===== src/rtl/delay_arbiter.sv =====
// delay_arbiter
//   Arbitrates updates to the blinker delay between two sources: the HPS over
//   an Avalon-MM slave and the slower/faster push-button pulses. HPS writes
//   win. Each key-driven commit is followed by a lockout window during which
//   further key requests wait (they are counted, not dropped).
//
// Ports
//   clk, reset_n        single clock, synchronous active-low reset
//   slower, faster      one-cycle key pulses: request delay +1 / -1
//   pause_req           one-cycle pulse: toggle pause
//   avs_*               Avalon-MM slave, read latency 1, waitrequest in APPLY
//                       addr 0 DELAY[3:0] RW, addr 1 CTRL[0]=pause RW,
//                       addr 2 STATUS RO {chg_cnt[15:8], faster_pend[1], slower_pend[0]},
//                       addr 3 reads 0
//   delay, pause        registered outputs to the blinker datapath
module delay_arbiter #(
    parameter logic [3:0]  DELAY_INIT     = 4'd8,
    parameter int unsigned LOCKOUT_CYCLES = 16
) (
    input  logic        clk,
    input  logic        reset_n,
    input  logic        slower,
    input  logic        faster,
    input  logic        pause_req,
    input  logic [1:0]  avs_address,
    input  logic        avs_write,
    input  logic        avs_read,
    input  logic [31:0] avs_writedata,
    output logic [31:0] avs_readdata,
    output logic        avs_waitrequest,
    output logic [3:0]  delay,
    output logic        pause
);
    localparam logic [7:0] LOCK_LAST = 8'(LOCKOUT_CYCLES - 1);

    typedef enum logic [1:0] {S_IDLE, S_APPLY, S_LOCKOUT} state_t;

    state_t      state_q, state_d;
    logic [3:0]  delay_q, delay_d;
    logic        pause_q, pause_d;
    // Pending requests are counted so a burst of pulses arriving during
    // APPLY/LOCKOUT is serviced one step per lockout window, none merged.
    logic [3:0]  slow_cnt_q, slow_cnt_d;
    logic [3:0]  fast_cnt_q, fast_cnt_d;
    logic [7:0]  chg_cnt_q, chg_cnt_d;
    logic [7:0]  lock_cnt_q, lock_cnt_d;
    logic        key_commit_q, key_commit_d;  // current APPLY came from a key
    logic [31:0] rdata_q, rdata_d;

    logic wr_acc, rd_acc, hps_dly_wr, hps_ctl_wr;
    logic slow_pend, fast_pend, key_svc, key_one, key_both;
    logic unused_ok;

    assign unused_ok  = ^avs_writedata[31:4];

    assign wr_acc     = avs_write & ~avs_waitrequest;
    assign rd_acc     = avs_read & ~avs_waitrequest;
    assign hps_dly_wr = wr_acc & (avs_address == 2'd0);
    assign hps_ctl_wr = wr_acc & (avs_address == 2'd1);
    assign slow_pend  = (slow_cnt_q != 4'd0);
    assign fast_pend  = (fast_cnt_q != 4'd0);
    // Keys are only serviced in IDLE and yield to a same-cycle HPS delay write.
    assign key_svc    = (state_q == S_IDLE) & ~hps_dly_wr & (slow_pend | fast_pend);
    assign key_one    = key_svc & (slow_pend ^ fast_pend);
    assign key_both   = key_svc & slow_pend & fast_pend;

    // State register
    always_ff @(posedge clk) begin
        if (!reset_n) state_q <= S_IDLE;
        else          state_q <= state_d;
    end

    // Next-state logic
    always_comb begin
        state_d = state_q;
        case (state_q)
            S_IDLE:    if (hps_dly_wr || key_one) state_d = S_APPLY;
            S_APPLY:   state_d = key_commit_q ? S_LOCKOUT : S_IDLE;
            S_LOCKOUT: begin
                // An HPS delay write abandons the lockout.
                if (hps_dly_wr)                   state_d = S_APPLY;
                else if (lock_cnt_q == LOCK_LAST) state_d = S_IDLE;
            end
            default:   state_d = S_IDLE;
        endcase
    end

    // State-decoded outputs
    always_comb begin
        avs_waitrequest = (state_q == S_APPLY);
    end

    // Datapath next values
    always_comb begin
        delay_d      = delay_q;
        slow_cnt_d   = slow_cnt_q;
        fast_cnt_d   = fast_cnt_q;
        chg_cnt_d    = chg_cnt_q;
        pause_d      = pause_q;
        rdata_d      = rdata_q;
        key_commit_d = key_one;
        lock_cnt_d   = (state_q == S_LOCKOUT) ? lock_cnt_q + 8'd1 : 8'd0;

        if (hps_dly_wr) begin
            delay_d = avs_writedata[3:0];
        end else if (key_one) begin
            // Saturating step; a saturated step still goes through APPLY/LOCKOUT.
            if (slow_pend) begin
                if (delay_q != 4'hF) delay_d = delay_q + 4'd1;
                slow_cnt_d = slow_cnt_q - 4'd1;
            end else begin
                if (delay_q != 4'h0) delay_d = delay_q - 4'd1;
                fast_cnt_d = fast_cnt_q - 4'd1;
            end
        end else if (key_both) begin
            slow_cnt_d = 4'd0;
            fast_cnt_d = 4'd0;
        end

        // A pulse on the same cycle as its clear is kept (set applied last).
        if (slower && slow_cnt_d != 4'hF) slow_cnt_d = slow_cnt_d + 4'd1;
        if (faster && fast_cnt_d != 4'hF) fast_cnt_d = fast_cnt_d + 4'd1;

        if (delay_d != delay_q) chg_cnt_d = chg_cnt_q + 8'd1;

        if (hps_ctl_wr)     pause_d = avs_writedata[0];
        else if (pause_req) pause_d = ~pause_q;

        if (rd_acc) begin
            case (avs_address)
                2'd0:    rdata_d = {28'd0, delay_q};
                2'd1:    rdata_d = {31'd0, pause_q};
                2'd2:    rdata_d = {16'd0, chg_cnt_q, 6'd0, fast_pend, slow_pend};
                default: rdata_d = 32'd0;
            endcase
        end
    end

    always_ff @(posedge clk) begin
        if (!reset_n) begin
            delay_q      <= DELAY_INIT;
            pause_q      <= 1'b0;
            slow_cnt_q   <= 4'd0;
            fast_cnt_q   <= 4'd0;
            chg_cnt_q    <= 8'd0;
            lock_cnt_q   <= 8'd0;
            key_commit_q <= 1'b0;
            rdata_q      <= 32'd0;
        end else begin
            delay_q      <= delay_d;
            pause_q      <= pause_d;
            slow_cnt_q   <= slow_cnt_d;
            fast_cnt_q   <= fast_cnt_d;
            chg_cnt_q    <= chg_cnt_d;
            lock_cnt_q   <= lock_cnt_d;
            key_commit_q <= key_commit_d;
            rdata_q      <= rdata_d;
        end
    end

    assign delay        = delay_q;
    assign pause        = pause_q;
    assign avs_readdata = rdata_q;
endmodule


===== config.mk =====
export PLATFORM = sky130hd
export DESIGN_NAME = delay_arbiter
export DESIGN_NICKNAME = d
export VERILOG_FILES = /design/src/rtl/delay_arbiter.sv
export SDC_FILE = /design/constraint.sdc
export NUM_CORES = 1
export LEC_CHECK = 0
export ABC_AREA = 0
export BUFFER_PORTS_ARGS = -buffer_cell sky130_fd_sc_hd__clkbuf_2
export CORE_MARGIN = 2
export CORE_UTILIZATION = 35
export DETAILED_ROUTE_END_ITERATION = 10
export SYNTH_ARGS = -nofsm -noshare
export SYNTH_HDL_FRONTEND = slang
export SYNTH_SLANG_ARGS = --single-unit
export TNS_END_PERCENT = 1

===== constraint.sdc =====
create_clock -name clk -period 4.65 [get_ports clk]
set_input_delay 0 -clock clk [delete_from_list [all_inputs] [get_ports clk]]
set_output_delay 0 -clock clk [all_outputs]
set_load 0.01 [all_outputs]

Word-level counts from Yosys, hierarchy flattened:

Index checks and enable logic that the tools add are counted.

* input bits: 41
* output and inout port bits: 38
* word-level logic and storage cells: 76
* register bits: 64

* reductions and logical operators: 11
* equality and inequality tests: 11
* add/sub/neg operators: 8
* mux-type cells: 23
* bitwise operators: 14

Operators by type and width (number)
* two-way mux 4 bit: 15
* case mux 16 bit (3 select lines): 1
* adder 8 x 1 -> 8 bit, second input constant: 2
* adder 4 x 1 -> 4 bit, second input constant: 3
* != test 4 bit, second input constant: 3
* nonzero test 4 bit: 3
* subtractor 4 x 1 -> 4 bit, second input constant: 3
* AND 1 bit: 9
* == test 8 x 4 -> 1 bit, second input constant: 1
* two-way mux 2 bit: 4
* case mux 2 bit (3 select lines): 1
* == test 2 x 1 -> 1 bit, second input constant: 2
* == test 2 bit, second input constant: 2
* logical NOT 2 bit: 2
* != test 4 bit: 1
* AND reduction 2 bit: 2
* != test 3 bit, second input constant: 1
* inverter 1 bit: 3
* logical AND 1 bit: 2
* two-way mux 1 bit: 2
* != test 2 x 1 -> 1 bit, second input constant: 1
* nonzero test 2 bit: 1
* logical OR 1 bit: 1
* OR 1 bit: 1
* XOR 1 bit: 1

Depth between registers and ports, before layout:

* depth after elaboration: 15
* mapped depth: 19
* depth with buffers taken out: 16

Worst setup path after synthesis:

OpenSTA, ideal clock, no wires.

* kind: register -> register
* from: reg slow_cnt_q[0]
* to: reg slow_cnt_q[3]
* period minus slack after synthesis: 3.362 ns
* buffers on the path: 3
* setup time: 0.115 ns
* setup slack: 1.288 ns
* cell stages (with the launch flop): 19
* data arrival time: 3.247 ns
* cell sequence: dfxtp_1 -> inv_1 -> ha_1 -> or3b_1 -> buf_6 -> clkinv_8 -> buf_2 -> ha_1 -> or3_1 -> buf_6 -> a2111o_1 -> a21oi_1 -> inv_1 -> ha_1 -> inv_1 -> o31ai_2 -> nor4_2 -> xnor2_1 -> and2_1

* word-level cells in the longest chain between the ends: 11
* elaborated cells on any way between the ends: 16
* those cells by class: add/sub (2); eq/ne (1); mux (5); bitwise (6); reduce/logical (2)

Ends and longest elaborated chain
* from (decl): RTL line 43 `logic [3:0] slow_cnt_q, slow_cnt_d;`
* from (signal assigned): RTL line 152 `slow_cnt_q <= slow_cnt_d;`
* nonzero test 4 bit: RTL line 60 `assign slow_pend = (slow_cnt_q != 4'd0);`
* OR 1 bit: RTL line 63 `assign key_svc = (state_q == S_IDLE) & ~hps_dly_wr & (slow_pend | fast_pend);`
* AND 1 bit: RTL line 63
* AND 1 bit (2 in a row): RTL line 65 `assign key_both = key_svc & slow_pend & fast_pend;`
* two-way mux 4 bit: RTL line 115 `end else if (key_both) begin`
* two-way mux 4 bit: RTL line 106 `end else if (key_one) begin`
* two-way mux 4 bit *: RTL line 104 `if (hps_dly_wr) begin`
* parallel branches: the longest is 2 deep, another holds adder 4 x 1 -> 4 bit
* two-way mux 4 bit *: RTL line 121 `if (slower && slow_cnt_d != 4'hF) slow_cnt_d = slow_cnt_d + 4'd1;`

Every way passes the cells marked *.
A chain may end at the register's enable or synchronous reset.

Worst setup path after layout:

Ends and elaborated chain as after synthesis.

==> summary.md <==
| Metric | Value |
|---|---|
| IR drop worst, VDD | ~0.26 mV |
| DR iter-0 viols | ~110 |
| Synth top area share | a little under a third |
| Vias after detailed routing | 2,288 |
| Crit path max fanout | 14 |
| 1st-pass router iterations | 4 |
| Grt ovf | 0 |
| Worst setup EP type | flip-flop |
| Antenna Cells | 0 |
| Arrival @ worst endpoint | between 3 and 4 ns |
| Unique masters post-synth | 65 |
| Max-Cap Viols | 0 |
| PortBufs | 30 |
| Total chip power | 0.001946 W |
| Final hold vios | 0 |
| Mapped Area | 2758 µm² |
| Slew HR | a little under half |
| Type of the worst setup path | flip-flop to flip-flop |
| Post-synth EDFFs | 0 |
| Die height | just over 90 µm |
| Initial antenna violation count | 0 |
| Residual DRC | 0 |
| Postcts setup bufs | 0 |
| Clk_lat worst skew | ~0.30 ns |
| CTS buffer count | 5 |
| Multi-input logic area | approximately 1600 µm² |
| Gpl congestion | between 0.8 and 0.9 |
| Wire length per cell | roughly 13 µm |
| Post-Synthesis Cells | about 320 |
| #FFs+latches synth | between 40 and 50 |
| Layout area overhead | 9.528% |
| Startpoint types | flip-flop |
| Final-report setup violation count | 0 |
| Clock skew | about 0.0083 ns |
| Max frequency | roughly 280 MHz |
| Main flop type after synthesis | dfxtp_1 |
| Slew Viols, Final | 0 |
| FF-to-FF path depth | 15 |
| Final nets | 402 |
| FP Rows | 32 |
| Final WS setup | 1.058 ns |
| First-pass GRT wire length | 10,210 µm |
| Largest cells by area after synthesis | dfxtp_1 32%, buf_4 5.4%, nand3_1 4.2%, xnor2_1 4.1%, ha_1 4.1% |
| Pwr/cell area | approximately 640 nW/µm² |
| Synth Warn # | 0 |
| Die X | ~93 µm |
| GRT Resource Usage Total | 14.58% |
| Share of cells above drive strength 1 | between 10% and 20% |
| Final period util | 77.25% |
| Fillers | ~800 |
| Core Area | ~7700 µm² |
| CTS clk-pin slew, worst paths | roughly 0.09 ns |
| Vias per cell | approximately 5.0 |
| IO Count | 79 |
| TritonCTS clock tree | built |
| Largest net degree at the start of global routing | 24 |
| CTS sink cnt | 44 |
| Die ar. | approximately 8600 µm² |
| Status | completed |
| DP Area | 2892 µm² |
| Seq/Total Area, Yosys | between 30% and 40% |
| CTS max path bufs | 2 |
| Hold Path Class | input port to flip-flop |
| Post-synth top area cell | dfxtp_1 |
| Vias in the first global route | around 2,100 |
| Drt total wl | roughly 6000 µm |
| Unrepaired setup endpoints after global routing | false |
| DP Worst Slack | between 1 and 1.5 ns |
| Worst-Margin Slew | around 0.79 ns |
| PostCTS Resize Cnt | 0 |
| Min Tclk post-route | roughly 3.6 ns |
| Final Cell Area | around 3000 µm² |
| Syn_area_per_cell | roughly 8.5 µm² |
| Setup TNS | 0 ns |
| CTS H-tree depth | 2 |
| Leakage power | 1.170 nW |
| Asr flop ratio synth | 0% |
| WP data required | 4.86 ns |
| Post-DRT Antenna Nets | 0 |
| Detailed placement HPWL | between 4000 and 5000 µm |
| Seq. cell area | approximately 880 µm² |
| Hold Crit Depth | 3 |
| Clock root buffer | clkbuf_8 |
| Starting Density | a little over a third |
what timing repair did:
action / in CTS / in global routing
endpoints found under the hold margin: 4 / 0
setup endpoints to repair: 0 / 0
hold buffers: 4 / 0
worst max-delay path, cell delays in order (launching register included):
cell and delay (ns):
dfxtp_1 0.40, inv_1 0.06, ha_1 0.21, or3b_1 0.30
clkinv_8 0.12, ha_1 0.23, or3_1 0.51, a2111o_1 0.45
a21oi_1 0.31, inv_1 0.08, ha_1 0.20, inv_1 0.07
o31ai_2 0.11, nor4_2 0.20, xnor2_1 0.08, and2_1 0.16
synth_stat cells (3+ instances only):
cell and number:
nor3b_1 3, nor4_1 3, o31ai_1 4, o21a_1 3, nor2_1 29, a21oi_1 17, dfxtp_1 44, nor2b_1 5
ha_1 9, nand3_1 23, nand2b_1 5, nand2_1 27, or4_1 5, nor3_1 5, xor2_1 3, buf_4 20
a211oi_1 9, xnor2_1 13, inv_1 18, clkbuf_1 9, and2_1 5, and3_1 4, buf_6 3, mux2i_1 8
final cells by class:
cell class	count	share of cell area, %
multi-input cells	247	54.35
well taps	102	4.225
clock inverters	2	0.5385
repair buffers	35	6.545
clock buffers	6	2.403
inverters	19	2.775
flip-flops and latches	44	29.16
cells in the final DEF, fill, tap and decap left out, types with 8 or more instances in the layout:
master | synthesis | layout
dfxtp_1 | 44 | 44
clkbuf_2 | 0 | 30
nor2_1 | 29 | 29
nand2_1 | 27 | 27
nand3_1 | 23 | 23
conb_1 | 1 | 20
inv_1 | 18 | 18
a21oi_1 | 17 | 17
xnor2_1 | 13 | 13
a211oi_1 | 9 | 9
ha_1 | 9 | 9
mux2i_1 | 8 | 8
metal layers:
layer | part of all wire (%) | track usage (%)
met1 | 52 | 20.91
met3 | 4.1 | 3.092
met2 | 43 | 21.80
met4 | 0.50 | 4.534
met5 | 0 | 0
cells by family (layout without fill, tap and decap cells):
logic type	after synthesis	after routing	synth area share [%]
AND/OR/NAND/NOR	129	129	25.91
adder cells (fa/ha/maj)	9	9	4.084
XOR/XNOR	16	16	5.082
AO/OA/AOI/OAI	65	65	18.83
flip-flops	44	44	31.94
multiplexers	8	8	2.904
other	1	20	0.1360
buffers and inverters	52	62	11.12
registers in the layout (all words and copies together) (netlist names):
name and count:
state_q 2, key_commit_q 1, delay 4, pause 1
avs_readdata 12, slow_cnt_q 4, lock_cnt_q 8, chg_cnt_q 8
fast_cnt_q 4
through the flow:
step                hold slack (ns)  instances  util, %
global placement             0.2678        443    37.61
floorplan                    0.1407        343        -
global route                0.01529        455    39.29
detailed placement           0.2714        443    37.61
CTS                       0.0003000        455    39.29
finish                     0.002488        455    39.29
path summary, 6_finish.rpt:
path                                                from                  endpoint  slack (ns)
worst max register to register  slow_cnt_q[0]$_SDFF_PN0_  slow_cnt_q[3]$_SDFF_PN0_        1.06
worst min-delay path                              faster  fast_cnt_q[2]$_SDFF_PN0_       0.002
worst min register to register  lock_cnt_q[0]$_SDFF_PN0_  lock_cnt_q[0]$_SDFF_PN0_        0.45
worst max-delay path            slow_cnt_q[0]$_SDFF_PN0_  slow_cnt_q[3]$_SDFF_PN0_        1.06
power by group:
group          switching [W]  total (W)  internal, W
registers          0.0000758   0.000507     0.000431
clock network       0.000143   0.000250     0.000107
logic               0.000709    0.00119     0.000480
total               0.000927    0.00195      0.00102
(Power assumes the default switching activity.)
